[src/rtl/bcd_pkg.sv]
// Shared BCD definitions: converter state encoding and digit constants,
// used by both the bcd2bin and bin2bcd sides of the display path.
package bcd_pkg;

    localparam int         DIGIT_W    = 4;
    localparam logic [3:0] DIGIT_MAX  = 4'd9;
    localparam logic [3:0] ADJ_THRESH = 4'd8;
    localparam logic [3:0] ADJ_SUB    = 4'd3;

    typedef enum logic [2:0] {
        IDLE   = 3'd0,
        CHECK  = 3'd1,
        SHIFT  = 3'd2,
        ADJUST = 3'd3,
        FINISH = 3'd4
    } state_t;

    function automatic logic digit_valid(input logic [3:0] d);
        return d <= DIGIT_MAX;
    endfunction

endpackage

[src/rtl/bcd2bin_if.sv]
// Start/done handshake bundle between a BCD source and the bcd2bin converter.
interface bcd2bin_if #(
    parameter int DIGITS = 3,
    parameter int BIN_W  = 10
);
    logic [4*DIGITS-1:0] bcd_in;
    logic                start;
    logic [BIN_W-1:0]    bin;
    logic                err;
    logic                busy;
    logic                done;

    modport master (output bcd_in, start, input bin, err, busy, done);
    modport slave  (input bcd_in, start, output bin, err, busy, done);
endinterface

[src/rtl/bcd_digit_adj.sv]
// One-digit step of reverse double-dabble: digits >= 8 lose 3 after a right
// shift; also reports whether the digit is a legal BCD value.
module bcd_digit_adj
    import bcd_pkg::*;
(
    input  logic [3:0] d,
    output logic [3:0] q,
    output logic       valid
);

    assign q     = (d >= ADJ_THRESH) ? (d - ADJ_SUB) : d;
    assign valid = digit_valid(d);

endmodule

[src/rtl/bcd2bin.sv]
// Sequential BCD-to-binary converter (reverse double-dabble) with a level
// start/done handshake and a non-BCD digit error flag.
//
// state  | meaning
// IDLE   | waiting for start, or for start to drop after done
// CHECK  | scan latched digits for nibbles > 9
// SHIFT  | shift one bit from the digit register into the accumulator
// ADJUST | subtract 3 from every digit >= 8
// FINISH | publish result or error, raise done
module bcd2bin
    import bcd_pkg::*;
#(
    parameter int DIGITS = 3,
    parameter int BIN_W  = 10
) (
    input  logic         clk,
    input  logic         nrst,
    bcd2bin_if.slave     bus
);

    localparam int              BCD_W    = DIGIT_W * DIGITS;
    localparam int              CNT_W    = $clog2(BIN_W);
    localparam logic [CNT_W-1:0] CNT_LAST = CNT_W'(BIN_W - 1);

    state_t             state;
    logic [CNT_W-1:0]   cnt;
    logic [BCD_W-1:0]   digit_reg;
    logic [BCD_W-1:0]   adj_word;
    logic [DIGITS-1:0]  digit_ok;
    logic [BIN_W-1:0]   acc;
    logic [BIN_W-1:0]   bin_q;
    logic               err_q;
    logic               busy_q;
    logic               done_q;
    logic               bad;
    logic               all_valid;

    for (genvar g = 0; g < DIGITS; g++) begin : g_adj
        bcd_digit_adj u_adj (
            .d     (digit_reg[g*DIGIT_W +: DIGIT_W]),
            .q     (adj_word[g*DIGIT_W +: DIGIT_W]),
            .valid (digit_ok[g])
        );
    end

    assign all_valid = &digit_ok;

    always_ff @(posedge clk or negedge nrst) begin
        if (!nrst) begin
            state     <= IDLE;
            cnt       <= '0;
            digit_reg <= '0;
            acc       <= '0;
            bin_q     <= '0;
            err_q     <= 1'b0;
            busy_q    <= 1'b0;
            done_q    <= 1'b0;
            bad       <= 1'b0;
        end else begin
            case (state)
                IDLE: begin
                    if (bus.start && !done_q) begin
                        digit_reg <= bus.bcd_in;
                        acc       <= '0;
                        cnt       <= '0;
                        bad       <= 1'b0;
                        busy_q    <= 1'b1;
                        state     <= CHECK;
                    end else if (!bus.start && done_q) begin
                        done_q <= 1'b0;
                    end
                end
                CHECK: begin
                    if (!all_valid) begin
                        bad   <= 1'b1;
                        state <= FINISH;
                    end else begin
                        state <= SHIFT;
                    end
                end
                SHIFT: begin
                    acc       <= {digit_reg[0], acc[BIN_W-1:1]};
                    digit_reg <= digit_reg >> 1;
                    if (cnt == CNT_LAST) begin
                        state <= FINISH;
                    end else begin
                        cnt   <= cnt + 1'b1;
                        state <= ADJUST;
                    end
                end
                ADJUST: begin
                    digit_reg <= adj_word;
                    state     <= SHIFT;
                end
                FINISH: begin
                    if (bad) begin
                        bin_q <= '0;
                        err_q <= 1'b1;
                    end else begin
                        bin_q <= acc;
                        err_q <= 1'b0;
                    end
                    done_q <= 1'b1;
                    busy_q <= 1'b0;
                    state  <= IDLE;
                end
                default: begin
                    busy_q <= 1'b0;
                    state  <= IDLE;
                end
            endcase
        end
    end

    assign bus.bin  = bin_q;
    assign bus.err  = err_q;
    assign bus.busy = busy_q;
    assign bus.done = done_q;

endmodule

[src/flat_wrapper.sv]
// flat-port wrapper written by rule: the top's interface ports become plain ports
module bcd2bin_flat import bcd_pkg::*;
#(
    parameter int DIGITS = 3,
    parameter int BIN_W  = 10
)
  (clk, nrst, bus_bcd_in, bus_start, bus_bin, bus_err, bus_busy, bus_done);
  bcd2bin_if #(.DIGITS(DIGITS), .BIN_W(BIN_W)) bus_i ();
  input  logic clk;
  input  logic nrst;
  input wire logic [$bits(bus_i.bcd_in)-1:0] bus_bcd_in;
  input wire logic [$bits(bus_i.start)-1:0] bus_start;
  output wire logic [$bits(bus_i.bin)-1:0] bus_bin;
  output wire logic [$bits(bus_i.err)-1:0] bus_err;
  output wire logic [$bits(bus_i.busy)-1:0] bus_busy;
  output wire logic [$bits(bus_i.done)-1:0] bus_done;
  assign bus_i.bcd_in = bus_bcd_in;
  assign bus_i.start = bus_start;
  assign bus_bin = bus_i.bin;
  assign bus_err = bus_i.err;
  assign bus_busy = bus_i.busy;
  assign bus_done = bus_i.done;
  bcd2bin #(.DIGITS(DIGITS), .BIN_W(BIN_W)) u_core (.clk(clk), .nrst(nrst), .bus(bus_i));
endmodule
[config.mk]
export PLATFORM = sky130hd
export DESIGN_NAME = bcd2bin_flat
export DESIGN_NICKNAME = d
export VERILOG_FILES = /design/src/rtl/bcd_pkg.sv /design/src/rtl/bcd2bin_if.sv /design/src/rtl/bcd_digit_adj.sv /design/src/rtl/bcd2bin.sv /design/src/flat_wrapper.sv
export SDC_FILE = /design/constraint.sdc
export NUM_CORES = 1
export LEC_CHECK = 0
export BUFFER_PORTS_ARGS = -buffer_cell sky130_fd_sc_hd__buf_2
export CORE_MARGIN = 2
export CORE_UTILIZATION = 41
export DETAILED_ROUTE_END_ITERATION = 6
export PLACE_DENSITY = 0.72
export SLEW_MARGIN = 20
export SYNTH_ARGS = -nofsm -noshare
export SYNTH_HDL_FRONTEND = slang
export SYNTH_SLANG_ARGS = --single-unit
[constraint.sdc]
create_clock -name clk -period 2.59 [get_ports clk]
set_clock_uncertainty 0.05 [all_clocks]
set_input_delay 0.3885 -clock clk [delete_from_list [all_inputs] [get_ports clk]]
set_output_delay 0.3885 -clock clk [all_outputs]
set_load 0.02 [all_outputs]
==> summary.txt, run 1 <==
top fanout value on the critical path: 25
clock latency on the worst-skew pair: 0.29 ns
post-DR vias/cell: 5.17
postcts setup bufs: 0
H-tree Lvls: 2
post-synthesis adder-cell area fraction: 8.14%
Max clock buf depth: 2
Synth Cell Area: 2150 µm²
layout cells sized above 1: 16.1%
effective utilization at floorplan: 42.4%
synth warn: 0
drt first pass iters: 4
CTS tree: built
initial drt markers: 92
GRT Total Usage: 15.2%
Post-Synth Simple-Gate Area: 16.9%
FF-to-FF End: u_core.digit_reg[4]$_DFFE_PN0P_
critical path class: reg -> reg
CP endpoint kind: flop
RSZ-0062 raised after global routing: no
Fmax achieved: 0.524 GHz
hpwl dp: 2900 µm
IO Pins: 28
Largest register FFs: 12
WHS: 0.192 ns
Rows: 26
die span in y: 76.5 µm
first-pass GRT wire length: 7320 µm
CTS buffer count: 5
routed wire length per instance: 13.1 µm
P_leak: 0.00115 µW
grt ovf: 0
XOR/XNOR Fraction of Synth Area: 0.407%
setup TNS: 0 ns
largest family of logic cells by synthesized area: compound AO/OA/AOI/OAI gates
Yosys cell types: 37
die area: 5840 µm²
Reg clk slew, reported paths: 0.08 ns
crit path time final: 1.91 ns
Syn Nets: 251
post-synthesis compound-gate area fraction: 20.0%
worst reg-to-reg path cell count: 3
CTS Root Cell: clkbuf_8
Max-slew headroom: 36.5%
Worst EP arrival: 2.03 ns
post-synthesis register bit count: 43
final hold violations: 0
n_diodes: 0
nets: 277
worst slack at placement: 0.713 ns
Period Utilization, post-route: 73.7%
Max-Cap Viols: 0
final max-slew violation count: 0
Power Total: 2740 µW
Core ar.: 5070 µm²
final wirelength: 4170 µm
via count: 1649
setup slack, reg-to-reg: 0.68 ns
number of remaining DRC errors: 0
clk sinks: 43
pwr/cell area: 1110 nW/µm²
vias in the first global route: 1595
Worst Setup Start Kind: flop
portion of netlist area occupied by mux cells: 0.465%
Hold WC Path Type: in -> async
Peak VDD IR: 0.807 mV
Worst Setup SP: u_core.state[0]$_DFFE_PN0P_
RR Startpoint: u_core.state[0]$_DFFE_PN0P_
Port Buf Inserts: 27
Final setup viols: 0
DIE WIDTH: 76.5 µm
Final Worst Setup Slack: 0.682 ns
status: complete, no violations
largest net degree at the start of global routing: 44
hold buffers post-CTS: 0
Syn Area/Cell: 9.69 µm²
sequential share of the synthesized area: 50.0%
post_cts resized: 0
Finished Core Util: 48.8%
Post-DRT Antenna Nets: 0
antenna violations before repair: 0
CP required: 2.71 ns
synth-to-layout area growth: 15.1%
actual slew at the worst max-slew pin: 0.952 ns
Synth Instances: 222
routability cong.: 0.856
-- area by class of cell --
class / instances / area [µm²]
fillers: 496 / 2600
flip-flops and latches: 43 / 1080
multi-input cells: 159 / 988
repair buffers: 30 / 158
well taps: 70 / 87.6
clock buffers: 6 / 72.6
clock inverters: 2 / 60.1
inverters: 9 / 33.8
-- synthesized netlist by cell type --
cell type | number | share of area, %
and3b_1 | 1 | 0.41
o22ai_1 | 3 | 0.87
a22oi_1 | 2 | 0.70
nor2b_1 | 4 | 1.2
o21a_1 | 1 | 0.35
xor2_1 | 1 | 0.41
buf_2 | 10 | 2.3
a311o_1 | 1 | 0.47
a21o_1 | 1 | 0.35
and2_1 | 1 | 0.29
a22o_1 | 10 | 4.1
dfrtp_1 | 43 | 50
a21oi_1 | 11 | 2.6
clkbuf_1 | 1 | 0.17
nor3_1 | 3 | 0.70
nand2b_1 | 3 | 0.87
o211ai_1 | 2 | 0.70
a221o_1 | 2 | 0.93
mux2i_1 | 1 | 0.47
ha_1 | 14 | 8.1
nand4b_1 | 3 | 1.2
a31oi_1 | 2 | 0.58
nor3b_2 | 1 | 0.58
o221ai_1 | 1 | 0.41
inv_1 | 8 | 1.4
nand4_1 | 1 | 0.29
nand3b_1 | 2 | 0.70
o31ai_1 | 2 | 0.70
a211oi_1 | 2 | 0.70
o21ai_0 | 10 | 2.3
nand3_1 | 7 | 1.6
nand2_1 | 38 | 6.6
nor2_1 | 11 | 1.9
or3_4 | 1 | 0.52
a32oi_1 | 2 | 0.81
inv_2 | 1 | 0.17
o21ai_1 | 15 | 3.5
-- kinds of logic (layout without fill, tap and decap cells) --
family                     after synthesis  in the layout
AOI/OAI and AO/OA                       67             67
xor gates and xnor gates                 1              1
adders and majority gates               14             14
buffers and inverters                   20             47
DFF                                     43             43
muxes                                    1              1
and+or+nand+nor                         76             76
-- power by group --
| group | switching [µW] | internal [µW] | leakage [µW] |
|---|---|---|---|
| sequential | 261 | 874 | 0.000566 |
| combinational | 596 | 401 | 0.000523 |
| clock | 224 | 385 | 0.0000654 |
| total | 1080 | 1660 | 0.00115 |
-- worst max path at each step --
| stage | endpoint | slack (ns) | cells after the start |
|---|---|---|---|
| finish | u_core.digit_reg[4]$_DFFE_PN0P_ | 0.68 | 3 |
| global route | u_core.digit_reg[5]$_DFFE_PN0P_ | 0.58 | 3 |
| CTS | u_core.digit_reg[4]$_DFFE_PN0P_ | 0.71 | 3 |
| detailed placement | u_core.digit_reg[4]$_DFFE_PN0P_ | 0.71 | 3 |
| global placement | u_core.digit_reg[4]$_DFFE_PN0P_ | 0.76 | 3 |
| floorplan | u_core.digit_reg[5]$_DFFE_PN0P_ | 1.20 | 4 |
-- worst max-delay path, stage by stage (launching register included) --
cell	delay [ns]
dfrtp_1	0.81
nor3_1	0.13
and3b_1	0.38
a221o_1	0.41
-- metal layers --
layer  vias to the layer above  track usage, %  wire length, µm
met1                       765            20.5             1960
met2                        42            24.7             1980
met4                         0            3.82               37
li1                        836               -                -
met5                         -               0                0
met3                         6            3.79              194
-- cells in the final DEF, fill, tap and decap left out, drive strengths merged, types with 3 or more instances in the layout --
cell    netlist  layout
dfrtp        43      43
nand4b        3       3
nor2         11      11
o21ai        25      25
o22ai         3       3
inv           9       9
buf          10      30
nor3          3       3
a22o         10      10
nor2b         4       4
nand3         7       7
ha           14      14
nand2        38      38
a21oi        11      11
nand2b        3       3
clkbuf        1       6
-- stage by stage --
stage	std cells	area [µm²]
after floorplan	222	2150
after global placement	311	2340
after detailed placement	311	2340
after CTS	319	2480
after global routing	319	2480
final	319	2480
(Power assumes the default switching activity.)
==> run 2, diff against run 1 <==
--- a/config.mk
+++ b/config.mk
@@ -9,7 +9,7 @@
 export CORE_MARGIN = 2
 export CORE_UTILIZATION = 41
 export DETAILED_ROUTE_END_ITERATION = 6
-export PLACE_DENSITY = 0.72
+export PLACE_DENSITY = 0.74
 export SLEW_MARGIN = 20
 export SYNTH_ARGS = -nofsm -noshare
 export SYNTH_HDL_FRONTEND = slang
==> constraint.sdc (replaced) <==
create_clock -name clk -period 1.6 [get_ports clk]
set_clock_uncertainty 0.05 [all_clocks]
set_input_delay 0.24 -clock clk [delete_from_list [all_inputs] [get_ports clk]]
set_output_delay 0.24 -clock clk [all_outputs]
set_load 0.02 [all_outputs]
==> run 2 against run 1 <==
Core utilization increased by 1.1 points. Clock power increased by 18%. Final area rose by 2.2%. Critical path depth is 1 higher. Fmax increased by 28%. Non-clock buffer count up 10. Die area stayed put. Setup slack lost 0.57 ns. Sequential power increased by 59%. Global-route usage up 0.99 points. Sequential share of layout area fell by 0.85 points. Via count up 4.5%. Largest cell class unchanged.
==> summary.txt, run 2 (synthesis results as in run 1) <==
critical path class: reg -> reg
Worst path max stage delay: 0.49 ns
CP Cell Sequence: nor3_1 > and3b_1 > buf_4 > a221o_1
RSZ-0062 raised after global routing: no
final wirelength: 4390 µm
routed wire length per instance: 13.3 µm
CP required: 1.74 ns
Core ar.: 5070 µm²
via count: 1724
filler instances: 471
die span in y: 76.5 µm
crit path time final: 1.49 ns
Max-slew headroom: 71.9%
DIE WIDTH: 76.5 µm
Largest register FFs: 12
Top Family by Delay on Critical Path: flip-flops
P_leak: 0.00118 µW
critical path's slowest cell: dfrtp_1
Max clock buf depth: 2
final max-slew violation count: 0
largest net degree at the start of global routing: 44
GRT Total Usage: 16.2%
CTS tree: built
Port Buf Inserts: 27
Final setup viols: 0
FF+latch area: 1080 µm²
initial drt markers: 125
H-tree Lvls: 2
clock latency on the worst-skew pair: 0.30 ns
Worst Path Buf+Inv: 1
grt ovf: 0
antenna violations before repair: 0
Fmax achieved: 0.670 GHz
Post-DRT Antenna Nets: 0
Worst Setup Start Kind: flop
drt first pass iters: 4
Max-Cap Viols: 0
Peak VDD IR: 0.964 mV
WHS: 0.0965 ns
top fanout value on the critical path: 7
vias in the first global route: 1668
first-pass GRT wire length: 7660 µm
Reg clk slew, reported paths: 0.09 ns
CP endpoint kind: flop
actual slew at the worst max-slew pin: 0.419 ns
Worst EP arrival: 1.63 ns
Power Total: 4340 µW
n_diodes: 0
CTS buffer count: 5
routability cong.: 0.831
most frequent cells in the layout: 41 x dfrtp_1, 38 x nand2_1, 27 x buf_2, 16 x o21ai_1, 14 x ha_1
hpwl dp: 3110 µm
layout cells sized above 1: 20.8%
final hold violations: 0
die area: 5840 µm²
post-DR vias/cell: 5.24
Period Utilization, post-route: 93.3%
clk sinks: 43
pwr/cell area: 1720 nW/µm²
CTS Root Cell: clkbuf_8
status: complete, no violations
Hold WC Path Type: in -> reg
commonest non-fill, non-tap cell in the layout: dfrtp_1
nets: 287
synth-to-layout area growth: 17.6%
effective utilization at floorplan: 42.4%
IO Pins: 28
area of the multi-input gates: 991 µm²
setup TNS: 0 ns
Finished Core Util: 49.9%
number of remaining DRC errors: 0
Rows: 26
run 2: timing repair:
item / CTS / global route
buffers inserted: 0 / 1
pin swaps: 0 / 1
hold buffers: 1 / 0
resized for setup: 1 / 4
endpoints found under the setup margin: 1 / 3
hold endpoints to repair: 43 / 0
run 2: area by class of cell:
type,instances,share of cell area (%)
flip-flops and latches,43,42.6
multi-input cells,159,39.1
clock buffers,5,2.72
clock inverters,3,0.939
inverters,9,1.33
repair buffers,40,9.79
well taps,70,3.46
run 2: final timing paths:
| path | from | cells after the start | slack, ns | to |
|---|---|---|---|---|
| min in group asynchronous | nrst | 3 | 0.40 | u_core.bus.err$_DFFE_PN0P_ |
| max in group asynchronous | nrst | 3 | 0.88 | u_core.state[1]$_DFFE_PN0P_ |
| min | bus_bcd_in[1] | 3 | 0.1 | u_core.digit_reg[1]$_DFFE_PN0P_ |
| max reg2reg | u_core.state[2]$_DFFE_PN0P_ | 4 | 0.11 | u_core.digit_reg[4]$_DFFE_PN0P_ |
| max | u_core.state[2]$_DFFE_PN0P_ | 4 | 0.11 | u_core.digit_reg[4]$_DFFE_PN0P_ |
| min reg2reg | u_core.bus.bin[0]$_DFFE_PN0P_ | 2 | 0.43 | u_core.bus.bin[0]$_DFFE_PN0P_ |
run 2: metal layers:
metal	global-route usage, %	share of wire, %
met4	6.73	2.1
met1	21.8	49
met3	3.67	4.7
met2	25.4	44
met5	0	0
run 2: stage by stage:
step,cells,setup slack (ns),instance area (µm²)
global placement,319,0.0709,2420
finish,329,0.108,2530
CTS,328,0.0598,2520
floorplan,222,0.207,2150
global route,329,0.00872,2530
detailed placement,319,0.00235,2420
run 2: report_power, final:
part	internal (µW)	total [µW]	switching, µW
Clock	312	717	405
Combinational	768	1820	1060
Sequential	1420	1800	381
run 2: worst reg2reg max path, delay by kind of cell (launching register included):
| family | cells | cell delay [ns] |
|---|---|---|
| AOI/OAI and AO/OA | 1 | 0.35 |
| buffers and inverters | 1 | 0.16 |
| DFF | 1 | 0.49 |
| and+or+nand+nor | 2 | 0.33 |
==> run 3, diff against run 2 <==
--- a/config.mk
+++ b/config.mk
@@ -13,4 +13,5 @@
 export SLEW_MARGIN = 20
 export SYNTH_ARGS = -nofsm -noshare
 export SYNTH_HDL_FRONTEND = slang
+export SYNTH_HIERARCHICAL = 1
 export SYNTH_SLANG_ARGS = --single-unit
==> run 3 against run 2 <==
The flow now finishes with violations (setup timing). Routed wire length grew 25%. Sequential share of layout area shrank 9.8 points. Via count grew 8.0%. Synthesized cell count shrank 1.8%. Final cell count grew 8.2%. Clock power grew 22%. Critical endpoint is now u_core/digit_reg[1]$_DFFE_PN0P_. Highest routed layer unchanged.
==> summary.txt, run 3 <==
Yosys cell types: 37
count leader, synth: dfrtp_1
Largest register FFs: 12
effective utilization at floorplan: 42.7%
hpwl dp: 3350 µm
Syn Area/Cell: 10.8 µm²
number of remaining DRC errors: 0
predominant post-synthesis flop cell: dfrtp_1
P_leak: 0.00154 µW
crit path time final: 1.83 ns
GRT Total Usage: 16.9%
critical path class: reg -> reg
most frequent CP cell: mux2_4
Sequential Power Share: 27.9%
Final setup viols: 14
n_diodes: 0
top cells by area, synth: dfrtp_1 46%, mux2_2 16%, ha_1 5.9%
failing checks: setup timing
Commonest cells post-synth: 43 x dfrtp_1, 34 x mux2_2, 28 x nand2_1, 20 x o21ai_0, 11 x ha_1
synth warn: 6
largest net degree at the start of global routing: 44
CTS tree: built
Hold WC Path Type: in -> reg
portion of netlist area occupied by mux cells: 17.6%
Power Total: 6830 µW
grt ovf: 0
sequential share of the synthesized area: 45.8%
Post-DRT Antenna Nets: 0
Reg clk slew, reported paths: 0.09 ns
critical path's slowest cell: dfrtp_1
post-synthesis compound-gate area fraction: 12.4%
Peak VDD IR: 0.779 mV
WHS: 0.145 ns
Synth Instances: 218
EDFF count, synth: 0
Worst EP arrival: 1.98 ns
XOR/XNOR Fraction of Synth Area: 2.24%
antenna violations before repair: 0
GR peak layer: met2
Port Buf Inserts: 27
Final Worst Setup Slack: -0.235 ns
met2 Usage GRT: 26.7%
synth-to-layout area growth: 39.9%
sw frac: 37.6%
CP required: 1.75 ns
layout cells sized above 1: 51.8%
M1 GR Usage: 22.9%
first-pass GRT wire length: 8310 µm
die span in y: 79.7 µm
routed wire length per instance: 15.4 µm
Worst Path Buf+Inv: 1
Worst Setup Start Kind: flop
post-DR vias/cell: 5.23
P_sw: 2570 µW
Synth Cell Area: 2350 µm²
RSZ-0062 raised after global routing: yes
clk sinks: 43
CTS buffer count: 5
clock latency on the worst-skew pair: 0.30 ns
Top Family by Delay on Critical Path: multiplexers
worst slack at placement: -0.221 ns
via count: 1862
DIE WIDTH: 79.7 µm
top fanout value on the critical path: 4
nets: 309
Period Utilization, post-route: 115%
Core ar.: 5510 µm²
drt first pass iters: 4
CTS Root Cell: clkbuf_8
Max-slew headroom: 72.4%
Max-Cap Viols: 0
commonest non-fill, non-tap cell in the layout: dfrtp_1
Worst path max stage delay: 0.44 ns
most frequent cells in the layout: 40 x dfrtp_1, 31 x buf_4, 27 x buf_2, 27 x nand2_1, 26 x mux2_4
post-synthesis register bit count: 43
share of the synthesized area in the top cell type: 45.8%
Clk pwr share: 12.9%
vias in the first global route: 1753
GR Util met3: 3.17%
initial drt markers: 92
final max-slew violation count: 0
combinational fraction of design power: 59.3%
Post-Synth Simple-Gate Area: 11.8%
final hold violations: 0
largest area contributor in the netlist: dfrtp_1
Fmax achieved: 0.545 GHz
final wirelength: 5490 µm
Synth async-reset ratio: 100%
Syn Nets: 244
IO Pins: 28
Rows: 27
status: complete, but fails checks
largest family of logic cells by synthesized area: multiplexers
pwr/cell area: 2080 nW/µm²
Pint: 4260 µW
actual slew at the worst max-slew pin: 0.413 ns
routability cong.: 0.777
CP Cell Sequence: inv_2 > ha_4 > nand2_1 > o21ai_1 > mux2_4 > mux2_4 > mux2_4
post-synthesis adder-cell area fraction: 5.86%
Max clock buf depth: 2
CP endpoint kind: flop
die area: 6350 µm²
H-tree Lvls: 2
-- run 3: cell types whose count changed after synthesis, moves of 3 or more --
cell	before	now
a21oi_1	11	6
buf_2	10	6
ha_1	14	11
mux2_2	0	34
nand2_1	38	28
nand3_1	7	3
nor2_1	11	7
nor3_1	3	0
o21ai_0	10	20
o21ai_1	15	1
o22ai_1	3	0
xnor2_1	0	3
-- run 3: cell type report --
cell class,instances,area [µm²]
clock buffer,5,68.8
clock inverter,3,46.3
fill,432,2220
inverter,10,37.5
multi-input combinational,155,1450
sequential,43,1080
tap,72,90.1
timing repair buffer,68,519
-- run 3: cell families after synthesis --
| logic type | after synthesis |
|---|---|
| simple gates | 56 |
| compound gates | 45 |
| flops | 43 |
| mux | 37 |
| buf+inv | 20 |
| fa+ha+maj | 11 |
| xor+xnor | 6 |
-- run 3: worst min-delay path, delay by kind of cell --
| family | cells | cell delay, ns |
|---|---|---|
| simple gates | 1 | 0.06 |
| buf+inv | 1 | 0.10 |
| compound gates | 1 | 0.06 |
-- run 3: worst paths after layout --
path / startpoint / endpoint / slack (ns) / cells past startpoint
worst max-delay path: u_core/digit_reg[1]$_DFFE_PN0P_ / u_core/digit_reg[1]$_DFFE_PN0P_ / -0.23 / 7
worst min-delay path: bus_start / u_core/bus.done$_DFFE_PN0P_ / 0.14 / 3
worst max register to register: u_core/digit_reg[1]$_DFFE_PN0P_ / u_core/digit_reg[1]$_DFFE_PN0P_ / -0.23 / 7
worst min register to register: u_core/bus.bin[5]$_DFFE_PN0P_ / u_core/bus.bin[5]$_DFFE_PN0P_ / 0.43 / 2
max in group asynchronous: nrst / u_core/digit_reg[5]$_DFFE_PN0P_ / 0.89 / 3
min in group asynchronous: nrst / u_core/digit_reg[1]$_DFFE_PN0P_ / 0.38 / 3
-- run 3: what timing repair did --
action                                  CTS  global route
resized for setup                        14            37
pin swaps                                 8            12
hold buffers                              1             0
setup buffers                             4             6
endpoints found under the setup margin   18            27
cloned                                    1             0
hold endpoints to repair                 43             0
-- run 3: stage by stage --
step | instance area [µm²] | util [%] | TNS [ns] | instances
global route | 3290 | 59.7 | -3.00 | 356
finish | 3290 | 59.7 | -2.25 | 356
detailed placement | 2860 | 52.0 | -1.68 | 336
CTS | 3090 | 56.2 | -2.07 | 350
floorplan | 2440 | - | -1.45 | 218
global placement | 2860 | 52.0 | -1.42 | 336
-- run 3: power by group through the flow --
stage / registers, µW / logic, µW / clock network [µW]
after detailed placement: 1860 / 3110 / 0
after floorplan: 1900 / 2050 / 0
after CTS: 1850 / 3470 / 889
after global routing: 1960 / 4350 / 936
after global placement: 1840 / 3000 / 0
final: 1900 / 4050 / 878
-- run 3: layer usage --
metal | share of wire, % | vias to the layer above
met5 | 0 | -
met1 | 46 | 927
met4 | 1.8 | 0
met2 | 49 | 34
li1 | - | 893
met3 | 3.4 | 8
